### config.mk
export PLATFORM = sky130hd
export DESIGN_NAME = result_packer_flat
export DESIGN_NICKNAME = d
export VERILOG_FILES = /design/src/rtl/result_packer_if.sv /design/src/rtl/result_packer.sv /design/src/flat_wrapper.sv
export SDC_FILE = /design/constraint.sdc
export NUM_CORES = 1
export LEC_CHECK = 0
export ABC_CLOCK_PERIOD_IN_PS = 3900
export CAP_MARGIN = 15
export CORE_UTILIZATION = 35
export CTS_BUF_LIST = sky130_fd_sc_hd__clkbuf_4
export CTS_CLUSTER_DIAMETER = 40
export DETAILED_ROUTE_END_ITERATION = 8
export GPL_ROUTABILITY_DRIVEN = 0
export GPL_TIMING_DRIVEN = 1
export PLACE_DENSITY_LB_ADDON = 0.25
export SLEW_MARGIN = 10
export SYNTH_ARGS = -nofsm -noshare
export SYNTH_HDL_FRONTEND = slang
export SYNTH_SLANG_ARGS = --single-unit
### constraint.sdc
create_clock -name i_clk -period 3.9 [get_ports i_clk]
set_clock_uncertainty 0.1 [all_clocks]
set_input_delay 0.78 -clock i_clk [delete_from_list [all_inputs] [get_ports i_clk]]
set_output_delay 0.78 -clock i_clk [all_outputs]
set_load 0.005 [all_outputs]
### src/rtl/result_packer_if.sv
// rtl/result_packer_if.sv - push, line and status signal bundle for result_packer
interface result_packer_if #(
    parameter int FIFO_DEPTH = 64
);
    localparam int CW = $clog2(FIFO_DEPTH) + 1;

    logic [15:0]   i_result_data;
    logic          i_result_valid;
    logic          o_result_full;
    logic          o_result_afull;
    logic          i_flush;
    logic [255:0]  o_line_data;
    logic          o_line_valid;
    logic          i_line_ready;
    logic [4:0]    o_line_lanes;
    logic          o_line_last;
    logic          o_flush_done;
    logic [CW-1:0] o_fifo_count;
    logic          o_overflow;
    logic [15:0]   o_drop_count;
    logic [15:0]   o_line_count;

    modport slave (
        input  i_result_data, i_result_valid, i_flush, i_line_ready,
        output o_result_full, o_result_afull, o_line_data, o_line_valid,
        output o_line_lanes, o_line_last, o_flush_done, o_fifo_count,
        output o_overflow, o_drop_count, o_line_count
    );

    modport master (
        output i_result_data, i_result_valid, i_flush, i_line_ready,
        input  o_result_full, o_result_afull, o_line_data, o_line_valid,
        input  o_line_lanes, o_line_last, o_flush_done, o_fifo_count,
        input  o_overflow, o_drop_count, o_line_count
    );
endinterface

### src/rtl/result_packer.sv
// rtl/result_packer.sv - FP16 result FIFO packing 16 lanes per 256-bit line
// Optional statistics counters: define RESULT_PACKER_STATS_EN.
module result_packer #(
    parameter int FIFO_DEPTH   = 64,
    parameter int AFULL_MARGIN = 4
) (
    input  logic           i_clk,
    input  logic           i_reset_n,
    result_packer_if.slave bus
);
    localparam int AW = $clog2(FIFO_DEPTH);
    localparam int CW = AW + 1;
    localparam logic [CW-1:0] DEPTH_C = CW'(FIFO_DEPTH);
    localparam logic [CW-1:0] AFULL_C = CW'(FIFO_DEPTH - AFULL_MARGIN);

    typedef enum logic {ST_FILL, ST_OUT} state_t;

    state_t        state_q;
    logic [15:0]   mem_q [FIFO_DEPTH];
    logic [AW-1:0] wr_ptr_q;
    logic [AW-1:0] rd_ptr_q;
    logic [CW-1:0] count_q;
    logic [CW-1:0] count_d;
    logic [4:0]    lane_cnt_q;
    logic          flush_pending_q;
    logic [255:0]  line_q;
    logic          line_valid_q;
    logic [4:0]    line_lanes_q;
    logic          line_last_q;
    logic          flush_done_q;
    logic          overflow_q;

    logic          full;
    logic          push;
    logic          drop;
    logic          pop;
    logic          accept;
    logic [15:0]   pop_data;
    logic [7:0]    lane_base;

    assign full      = (count_q == DEPTH_C);
    assign push      = bus.i_result_valid && !full;
    assign drop      = bus.i_result_valid && full;
    assign pop       = (state_q == ST_FILL) && (count_q != '0);
    assign accept    = (state_q == ST_OUT) && bus.i_line_ready;
    assign pop_data  = mem_q[rd_ptr_q];
    assign lane_base = {lane_cnt_q[3:0], 4'b0000};

    always_comb begin
        count_d = count_q;
        case ({push, pop})
            2'b10:   count_d = count_q + 1'b1;
            2'b01:   count_d = count_q - 1'b1;
            default: count_d = count_q;
        endcase
    end

    always_ff @(posedge i_clk) begin
        if (push) begin
            mem_q[wr_ptr_q] <= bus.i_result_data;
        end
    end

    always_ff @(posedge i_clk) begin
        if (!i_reset_n) begin
            state_q         <= ST_FILL;
            wr_ptr_q        <= '0;
            rd_ptr_q        <= '0;
            count_q         <= '0;
            lane_cnt_q      <= '0;
            flush_pending_q <= 1'b0;
            line_q          <= '0;
            line_valid_q    <= 1'b0;
            line_lanes_q    <= '0;
            line_last_q     <= 1'b0;
            flush_done_q    <= 1'b0;
            overflow_q      <= 1'b0;
        end else begin
            flush_done_q <= 1'b0;
            // A flush arriving while one is pending simply merges; a later clear wins.
            if (bus.i_flush) begin
                flush_pending_q <= 1'b1;
            end
            if (drop) begin
                overflow_q <= 1'b1;
            end
            if (push) begin
                wr_ptr_q <= wr_ptr_q + 1'b1;
            end
            if (pop) begin
                rd_ptr_q <= rd_ptr_q + 1'b1;
            end
            count_q <= count_d;

            case (state_q)
                ST_FILL: begin
                    if (pop) begin
                        line_q[lane_base +: 16] <= pop_data;
                        lane_cnt_q              <= lane_cnt_q + 5'd1;
                        if (lane_cnt_q == 5'd15) begin
                            state_q      <= ST_OUT;
                            line_valid_q <= 1'b1;
                            line_lanes_q <= 5'd16;
                            line_last_q  <= flush_pending_q && (count_d == '0);
                        end
                    end else if (flush_pending_q) begin
                        // No pop in ST_FILL means the FIFO is empty here.
                        if (lane_cnt_q != 5'd0) begin
                            state_q      <= ST_OUT;
                            line_valid_q <= 1'b1;
                            line_lanes_q <= lane_cnt_q;
                            line_last_q  <= 1'b1;
                        end else begin
                            flush_done_q    <= 1'b1;
                            flush_pending_q <= 1'b0;
                        end
                    end
                end
                ST_OUT: begin
                    if (accept) begin
                        state_q      <= ST_FILL;
                        line_valid_q <= 1'b0;
                        line_q       <= '0;
                        line_lanes_q <= '0;
                        line_last_q  <= 1'b0;
                        lane_cnt_q   <= '0;
                        if (line_last_q) begin
                            flush_done_q    <= 1'b1;
                            flush_pending_q <= 1'b0;
                        end
                    end
                end
                default: state_q <= ST_FILL;
            endcase
        end
    end

    assign bus.o_result_full  = full;
    assign bus.o_result_afull = (count_q >= AFULL_C);
    assign bus.o_line_data    = line_q;
    assign bus.o_line_valid   = line_valid_q;
    assign bus.o_line_lanes   = line_lanes_q;
    assign bus.o_line_last    = line_last_q;
    assign bus.o_flush_done   = flush_done_q;
    assign bus.o_fifo_count   = count_q;
    assign bus.o_overflow     = overflow_q;

`ifdef RESULT_PACKER_STATS_EN
    logic [15:0] drop_cnt_q;
    logic [15:0] line_cnt_q;

    always_ff @(posedge i_clk) begin
        if (!i_reset_n) begin
            drop_cnt_q <= '0;
            line_cnt_q <= '0;
        end else begin
            if (drop && (drop_cnt_q != 16'hFFFF)) begin
                drop_cnt_q <= drop_cnt_q + 16'd1;
            end
            if (accept && (line_cnt_q != 16'hFFFF)) begin
                line_cnt_q <= line_cnt_q + 16'd1;
            end
        end
    end

    assign bus.o_drop_count = drop_cnt_q;
    assign bus.o_line_count = line_cnt_q;
`else
    assign bus.o_drop_count = '0;
    assign bus.o_line_count = '0;
`endif
endmodule

### src/flat_wrapper.sv
// flat-port wrapper written by rule: the top's interface ports become plain ports
module result_packer_flat 
#(
    parameter int FIFO_DEPTH   = 64,
    parameter int AFULL_MARGIN = 4
)
  (i_clk, i_reset_n, bus_i_result_data, bus_i_result_valid, bus_i_flush, bus_i_line_ready, bus_o_result_full, bus_o_result_afull, bus_o_line_data, bus_o_line_valid, bus_o_line_lanes, bus_o_line_last, bus_o_flush_done, bus_o_fifo_count, bus_o_overflow, bus_o_drop_count, bus_o_line_count);
  result_packer_if #(.FIFO_DEPTH(FIFO_DEPTH)) bus_i ();
  input  logic i_clk;
  input  logic i_reset_n;
  input wire logic [$bits(bus_i.i_result_data)-1:0] bus_i_result_data;
  input wire logic [$bits(bus_i.i_result_valid)-1:0] bus_i_result_valid;
  input wire logic [$bits(bus_i.i_flush)-1:0] bus_i_flush;
  input wire logic [$bits(bus_i.i_line_ready)-1:0] bus_i_line_ready;
  output wire logic [$bits(bus_i.o_result_full)-1:0] bus_o_result_full;
  output wire logic [$bits(bus_i.o_result_afull)-1:0] bus_o_result_afull;
  output wire logic [$bits(bus_i.o_line_data)-1:0] bus_o_line_data;
  output wire logic [$bits(bus_i.o_line_valid)-1:0] bus_o_line_valid;
  output wire logic [$bits(bus_i.o_line_lanes)-1:0] bus_o_line_lanes;
  output wire logic [$bits(bus_i.o_line_last)-1:0] bus_o_line_last;
  output wire logic [$bits(bus_i.o_flush_done)-1:0] bus_o_flush_done;
  output wire logic [$bits(bus_i.o_fifo_count)-1:0] bus_o_fifo_count;
  output wire logic [$bits(bus_i.o_overflow)-1:0] bus_o_overflow;
  output wire logic [$bits(bus_i.o_drop_count)-1:0] bus_o_drop_count;
  output wire logic [$bits(bus_i.o_line_count)-1:0] bus_o_line_count;
  assign bus_i.i_result_data = bus_i_result_data;
  assign bus_i.i_result_valid = bus_i_result_valid;
  assign bus_i.i_flush = bus_i_flush;
  assign bus_i.i_line_ready = bus_i_line_ready;
  assign bus_o_result_full = bus_i.o_result_full;
  assign bus_o_result_afull = bus_i.o_result_afull;
  assign bus_o_line_data = bus_i.o_line_data;
  assign bus_o_line_valid = bus_i.o_line_valid;
  assign bus_o_line_lanes = bus_i.o_line_lanes;
  assign bus_o_line_last = bus_i.o_line_last;
  assign bus_o_flush_done = bus_i.o_flush_done;
  assign bus_o_fifo_count = bus_i.o_fifo_count;
  assign bus_o_overflow = bus_i.o_overflow;
  assign bus_o_drop_count = bus_i.o_drop_count;
  assign bus_o_line_count = bus_i.o_line_count;
  result_packer #(.FIFO_DEPTH(FIFO_DEPTH), .AFULL_MARGIN(AFULL_MARGIN)) u_core (.i_clk(i_clk), .i_reset_n(i_reset_n), .bus(bus_i));
endmodule
==> results.py, run 1 <==
metrics = {
    "layout": {
        "syn_to_final_growth_pct": 21.34,
        "stdcell_area_um2": 62260,
        "utilization": 0.4277,
        "fill_cells": 13103,
        "nets": 3752,
        "layout_commonest_cell": "edfxtp_1",
        "mostFrequentLayoutCells": "1,024 x edfxtp_1, 517 x clkbuf_4, 291 x dfxtp_1",
        "drive_gt1_frac": 0.2994,
    },
    "critical_path": {
        "crit_chain": "buf_4, nor4_2, nand2b_1, nor2_4, clkdlybuf4s50_1",
        "cp_top_family": "buffers and inverters",
        "ff2ff_path_depth": 8,
        "cp_max_fo": 10,
        "rrSetupSlack_ns": 0.45,
        "crit_arrival_ns": 2.84,
        "cp-start-kind": "flop",
        "crit_path_max_incr_delay_ns": 0.53,
        "required_ns": 3.02,
        "cp.depth": 5,
        "r2r_end": "u_core.bus.o_line_data[37]",
        "critPathBufInv": 2,
        "end_kind": "primary output",
        "cp_slowest_cell": "clkdlybuf4s50_1",
        "critical_path_class": "flop to primary output",
    },
    "logic_synthesis": {
        "synth_cell_types": 64,
        "synthFlopType": "edfxtp_1",
        "syn_inst": 3009,
        "synth_warnings": 0,
        "synth_async_sr_flop_share": 0,
        "synth_area_um2": 51310,
        "synth_seq_area_share": 0.7152,
        "avgSynthCellArea_um2": 17.05,
        "synth-seq-cells": 1321,
        "synth_edf_count": 1024,
    },
    "grt": {
        "antenna_found_initial": 6,
        "grt_pass1_vias": 32147,
        "grt_pass1_wl_mm": 227.7,
        "grt_max_degree": 94,
        "grt_busiest_layer": "met2",
        "grtUsageMet3": 0.04593,
        "globalRouteMet2Util": 0.3321,
        "met1_usage": 0.2901,
        "grt_usage": 0.2125,
        "overflow": 0,
    },
    "route": {
        "viasPerCell": 5.498,
        "dr.pass1.iters": 7,
        "drt-total-wl_mm": 159.1,
        "dr_total_vias": 32307,
        "post_drt_wl_per_cell_um": 27.07,
        "drt_drc_violations_left": 0,
        "drtIter0Drc": 3522,
        "ant_nets": 0,
    },
    "clock_tree": {
        "cts-root-buf": "clkbuf_4",
        "clockBufferDepth": 4,
        "numCtsBuffers": 360,
        "htree_levels": 5,
        "cts_tree": "yes",
        "cts.sinks": 1321,
        "clk_latency_ns": 1.22,
        "path_clk_slew_ns": 0.06,
    },
    "die": {
        "io_pins": 327,
        "dieArea_um2": 148100,
        "die_w_um": 384.9,
        "core.rowCount": 140,
        "core_area_um2": 145600,
        "start_util": 0.3525,
        "die_h_um": 384.9,
    },
    "sta": {
        "period_minus_slack_ns": 3.718,
        "slew_headroom": 0.3226,
        "whs_ns": 0.1537,
        "max_clock_freq_mhz": 269.0,
        "setup_tns_ns": 0,
        "setup_ws_ns": 0.1823,
        "rsz0062_at_grt": "false",
        "worst_slew_pin_slew_ns": 1.016,
        "slew_viol_final": 0,
        "fin_crit_sh": 0.9533,
        "setup_viol": 0,
        "finalHoldViolCount": 0,
    },
    "place": {
        "dpl.hpwl_mm": 102.0,
        "place_area_um2": 57890,
        "place_worst_setup_slack_ns": 0.4182,
        "numPortBuffers": 294,
    },
    "status": {
        "status": "completed",
    },
    "pwr": {
        "p_per_area_nw_per_um2": 556.5,
        "p_leak_uw": 0.02016,
        "ir_drop_v": 0.0003494,
    },
    "hold_path": {
        "hold_end": "u_core.mem_q[29][13]",
        "hold_start": "bus_i_result_data[13]",
        "hp-class": "primary input to flop",
        "hold_depth": 2,
    },
    "job": {
        "drv_cap": 0,
    },
}
## cells in the mapped netlist (11+ instances only)
| master | n | area share |
|---|---|---|
| a21oi_2 | 11 | 0.0019 |
| nand2b_1 | 13 | 0.0016 |
| edfxtp_1 | 1024 | 0.60 |
| dfxtp_1 | 297 | 0.12 |
| mux2i_1 | 30 | 0.0059 |
| a222oi_1 | 48 | 0.0094 |
| a22oi_1 | 249 | 0.036 |
| a21oi_1 | 33 | 0.0032 |
| nand3_1 | 43 | 0.0042 |
| mux4_2 | 278 | 0.12 |
| buf_4 | 35 | 0.0051 |
| o21ai_0 | 48 | 0.0047 |
| clkbuf_1 | 111 | 0.0081 |
| buf_2 | 79 | 0.0077 |
| or3_1 | 17 | 0.0021 |
| nor2b_1 | 13 | 0.0016 |
| nor2_1 | 163 | 0.012 |
| o31ai_1 | 29 | 0.0042 |
| buf_1 | 13 | 0.00095 |
| o311ai_1 | 34 | 0.0058 |
| xor2_1 | 15 | 0.0026 |
| nand2_1 | 152 | 0.011 |
| o21ai_1 | 129 | 0.013 |
## registers in the layout (all words and copies together), names as in the netlist, named ones only
name                     flops
u_core.rd_ptr_q              6
u_core.bus.o_flush_done      1
u_core.bus.o_line_last       1
u_core.bus.o_line_valid      1
u_core.state_q               1
u_core.lane_cnt_q            5
u_core.mem_q              1024
u_core.bus.o_line_lanes      5
u_core.bus.o_line_data     256
u_core.bus.o_fifo_count      7
u_core.bus.o_overflow        1
u_core.flush_pending_q       1
u_core.wr_ptr_q              6
## worst max path at each step
stage / end / slack, ns / startpoint
after global placement: u_core.bus.o_line_last / 0.40 / bus_i_result_valid
after CTS: bus_o_result_full / 0.03 / u_core.bus.o_fifo_count[5]
after floorplan: u_core.bus.o_line_last / 0.25 / u_core.bus.o_fifo_count[4]
after detailed placement: u_core.bus.o_line_last / 0.42 / bus_i_result_valid
after global routing: bus_o_result_full / 0.006 / u_core.bus.o_fifo_count[3]
final: bus_o_result_full / 0.18 / u_core.bus.o_fifo_count[3]
## report_power, final
group	total, µW	switching, µW	internal [µW]
Sequential	15600	261	15400
Combinational	7300	4700	2600
Clock	11700	5540	6160
## layer usage
layer  part of all wire  vias to the layer above
li1                   -                    13869
met1               0.43                    16558
met2               0.46                     1609
met3              0.077                      263
met4              0.029                        8
met5            0.00035                        -
## cell type report
class	count	area (µm²)	area share
repair buffers	564	5170	0.08304
clock inverters	77	359.1	0.005768
inverters	9	33.78	0.0005426
multi-input cells	1467	13690	0.2199
well taps	1917	2399	0.03853
diodes	4	10.01	0.0001608
flip-flops and latches	1321	36710	0.5897
clock buffers	517	3881	0.06234
## what timing repair did
| item | CTS | global route |
|---|---|---|
| endpoints found under the hold margin | 156 | 28 |
| gates resized for setup | 4 | 0 |
| endpoints found under the setup margin | 1 | 1 |
| setup buffers | 0 | 1 |
| cloned | 0 | 0 |
| hold buffers | 6 | 1 |
| pin swaps | 0 | 2 |
## metrics by stage
| step | power [µW] | instances |
|---|---|---|
| after floorplan | 19750 | 3040 |
| after global placement | 23110 | 5269 |
| after detailed placement | 23140 | 5269 |
| after CTS | 34890 | 5869 |
| after global routing | 35980 | 5873 |
| final | 34650 | 5876 |
## kinds of logic after synthesis
kind of cell / after synthesis / share of synthesized area
AOI/OAI and AO/OA: 636 / 0.08684
xor gates and xnor gates: 20 / 0.003414
adders and majority gates: 8 / 0.001951
buffers and inverters: 252 / 0.02365
DFF: 1321 / 0.7152
muxes: 312 / 0.1288
other: 1 / 0.00007309
and+or+nand+nor: 459 / 0.04009
No activity file was read; power rests on OpenSTA's default activity.
==> run 2: changes to the inputs <==
- ABC_AREA: default -> 1
==> run 2 against run 1 <==
  * Die area is 2.1% higher
  * Clock power is essentially flat
  * Worst setup slack gained 0.038 ns
  * Non-clock buffer count down 64
  * Cell area grew 0.40%
  * Sequential share of layout area shrank 0.24 points
  * Combinational power rose by 64%
  * Routed wire length rose by 2.4%
  * Flip-flop and latch count stayed put
  * Critical endpoint is now bus_o_result_afull
  * Largest cell class unchanged
==> results.py, run 2 <==
metrics = {
    "status": {
        "status": "completed",
    },
    "place": {
        "dpl.hpwl_mm": 98.43,
        "numPortBuffers": 294,
        "place_area_um2": 57940,
    },
    "clock_tree": {
        "clockBufferDepth": 4,
        "htree_levels": 5,
        "cts.sinks": 1321,
        "cts-root-buf": "clkbuf_4",
        "clk_latency_ns": 1.29,
        "path_clk_slew_ns": 0.06,
        "numCtsBuffers": 362,
        "cts_tree": "yes",
        "cts_setup_buffers": 0,
    },
    "layout": {
        "largest_register": "u_core.mem_q",
        "drive_gt1_frac": 0.1506,
        "stdcell_area_um2": 62510,
        "utilization": 0.4218,
        "fill_cells": 14207,
        "syn_to_final_growth_pct": 19.31,
        "nets": 5327,
        "layout_commonest_cell": "nand2_1",
        "largest_reg_flops": 1024,
        "mostFrequentLayoutCells": "1,079 x nand2_1, 1,024 x edfxtp_1, 536 x clkbuf_4",
    },
    "logic_synthesis": {
        "synth_warnings": 0,
        "ys_top_cells_by_count": "1,079 x nand2_1, 1,024 x edfxtp_1, 536 x nor2_1",
        "synth_top_area_frac": 0.5869,
        "ys_top_cells_by_area": "edfxtp_1 59%, dfxtp_1 11%, nand2_1 7.7%",
        "avgSynthCellArea_um2": 11.04,
        "synth.largest_area_cell": "edfxtp_1",
        "synth_cell_types": 40,
        "synth.most_common_cell": "nand2_1",
        "synth_edf_count": 1024,
        "synthFlopType": "edfxtp_1",
        "synth_async_sr_flop_share": 0,
        "synth_seq_area_share": 0.7004,
        "synth-seq-cells": 1321,
        "syn_inst": 4745,
        "synth_area_um2": 52390,
    },
    "route": {
        "viasPerCell": 5.124,
        "ant_nets": 0,
        "drt-total-wl_mm": 162.9,
        "dr_total_vias": 38228,
        "post_drt_wl_per_cell_um": 21.84,
        "drtIter0Drc": 3730,
        "drt_drc_violations_left": 0,
        "dr.pass1.iters": 6,
    },
    "pwr": {
        "ir_drop_v": 0.0004848,
        "p_per_area_nw_per_um2": 637.0,
        "p_leak_uw": 0.02159,
    },
    "sta": {
        "period_minus_slack_ns": 3.680,
        "max_clock_freq_mhz": 271.7,
        "rsz0062_at_grt": "false",
        "finalHoldViolCount": 0,
        "slew_viol_final": 0,
        "setup_tns_ns": 0,
        "whs_ns": 0.1435,
        "setup_viol": 0,
        "fin_crit_sh": 0.9436,
        "worst_slew_pin_slew_ns": 1.061,
        "slew_headroom": 0.2872,
    },
    "critical_path": {
        "reg2reg_from": "u_core.bus.o_fifo_count[5]",
        "required_ns": 3.02,
        "cp-start-kind": "flop",
        "ff2ff_path_depth": 23,
        "critical_path_class": "flop to primary output",
        "rrSetupSlack_ns": 0.57,
        "cp_slowest_cell": "clkdlybuf4s50_1",
        "r2r_end": "u_core.bus.o_line_last",
        "crit_chain": "inv_1, o41ai_2, clkdlybuf4s50_1",
        "crit_path_max_incr_delay_ns": 0.62,
        "crit_arrival_ns": 2.80,
        "cp_max_fo": 4,
        "end_kind": "primary output",
    },
    "die": {
        "die_h_um": 388.9,
        "core.rowCount": 141,
        "dieArea_um2": 151200,
        "die_w_um": 388.9,
        "io_pins": 327,
        "start_util": 0.3535,
        "core_area_um2": 148200,
    },
    "grt": {
        "grt_max_degree": 124,
        "grt_pass1_vias": 36282,
        "overflow": 0,
        "grt_pass1_wl_mm": 239.6,
        "antenna_found_initial": 6,
        "grt_usage": 0.2113,
    },
    "hold_path": {
        "hp-class": "primary input to flop",
        "hold_depth": 2,
        "hold_end": "u_core.mem_q[48][5]",
        "hold_start": "bus_i_result_data[5]",
    },
    "job": {
        "drv_cap": 0,
    },
}
[run 2: cell types whose count changed after synthesis, sizes merged, moves of 211 or more]
cell   delta
a21oi   +286
a22oi   -249
mux4    -278
nand2   +945
nand3   +211
nor2    +392
o21ai   +318
[run 2: worst max-delay path by stage]
stage / endpoint / from / slack, ns
6_report: bus_o_result_afull / u_core.bus.o_fifo_count[5] / 0.22
5_1_grt: bus_o_result_afull / u_core.bus.o_fifo_count[5] / 0.005
3_3_place_gp: u_core.bus.o_line_last / bus_i_result_valid / 0.12
4_1_cts: bus_o_result_full / u_core.bus.o_fifo_count[6] / 0.04
3_5_place_dp: u_core.bus.o_line_last / bus_i_result_valid / 0.1
2_1_floorplan: u_core.bus.o_line_last / bus_i_result_valid / 0.75
[run 2: cell type report]
class	count	area [µm²]	area share
clock buffer	536	4024	0.06437
timing repair buffer	500	5002	0.08003
sequential	1321	36710	0.5873
clock inverter	54	322.8	0.005164
tap	1930	2415	0.03863
inverter	96	387.9	0.006205
multi-input combinational	3017	13630	0.2181
antenna	6	15.01	0.0002402
[run 2: cell families after synthesis]
family / count (synthesis) / share of synthesized area
simple gates: 1932 / 0.1497
other cells: 1 / 0.00007157
compound gates: 1042 / 0.1052
flops: 1321 / 0.7004
xor+xnor: 3 / 0.0006449
buf+inv: 438 / 0.04210
fa+ha+maj: 8 / 0.001911
[run 2: what timing repair did]
action                                  in CTS  in global routing
endpoints found under the setup margin       1                  1
endpoints found under the hold margin      227                 45
resized for setup                            1                  1
hold buffers                                12                  2
[run 2: worst max-delay path: cells and delay by family (launching register included)]
family,cells,cell delay (ns)
buf+inv,2,0.72
flops,1,0.36
compound gates,1,0.45
[run 2: power breakdown]
group / switching [µW] / internal, µW
logic: 8570 / 3470
clock network: 5570 / 6470
registers: 263 / 15500
[run 2: through the flow]
step	instances	setup slack (ns)	total power, µW
finish	7460	0.2201	39820
global placement	6847	0.1219	27980
detailed placement	6847	0.09628	28020
global route	7460	0.004931	41850
CTS	7449	0.04303	40100
floorplan	4776	0.7452	22990
[run 2: metal layers]
metal,part of all wire,GRT usage
met1,0.43,0.2762
met2,0.47,0.3388
met3,0.065,0.04505
met4,0.037,0.09098
met5,0,0
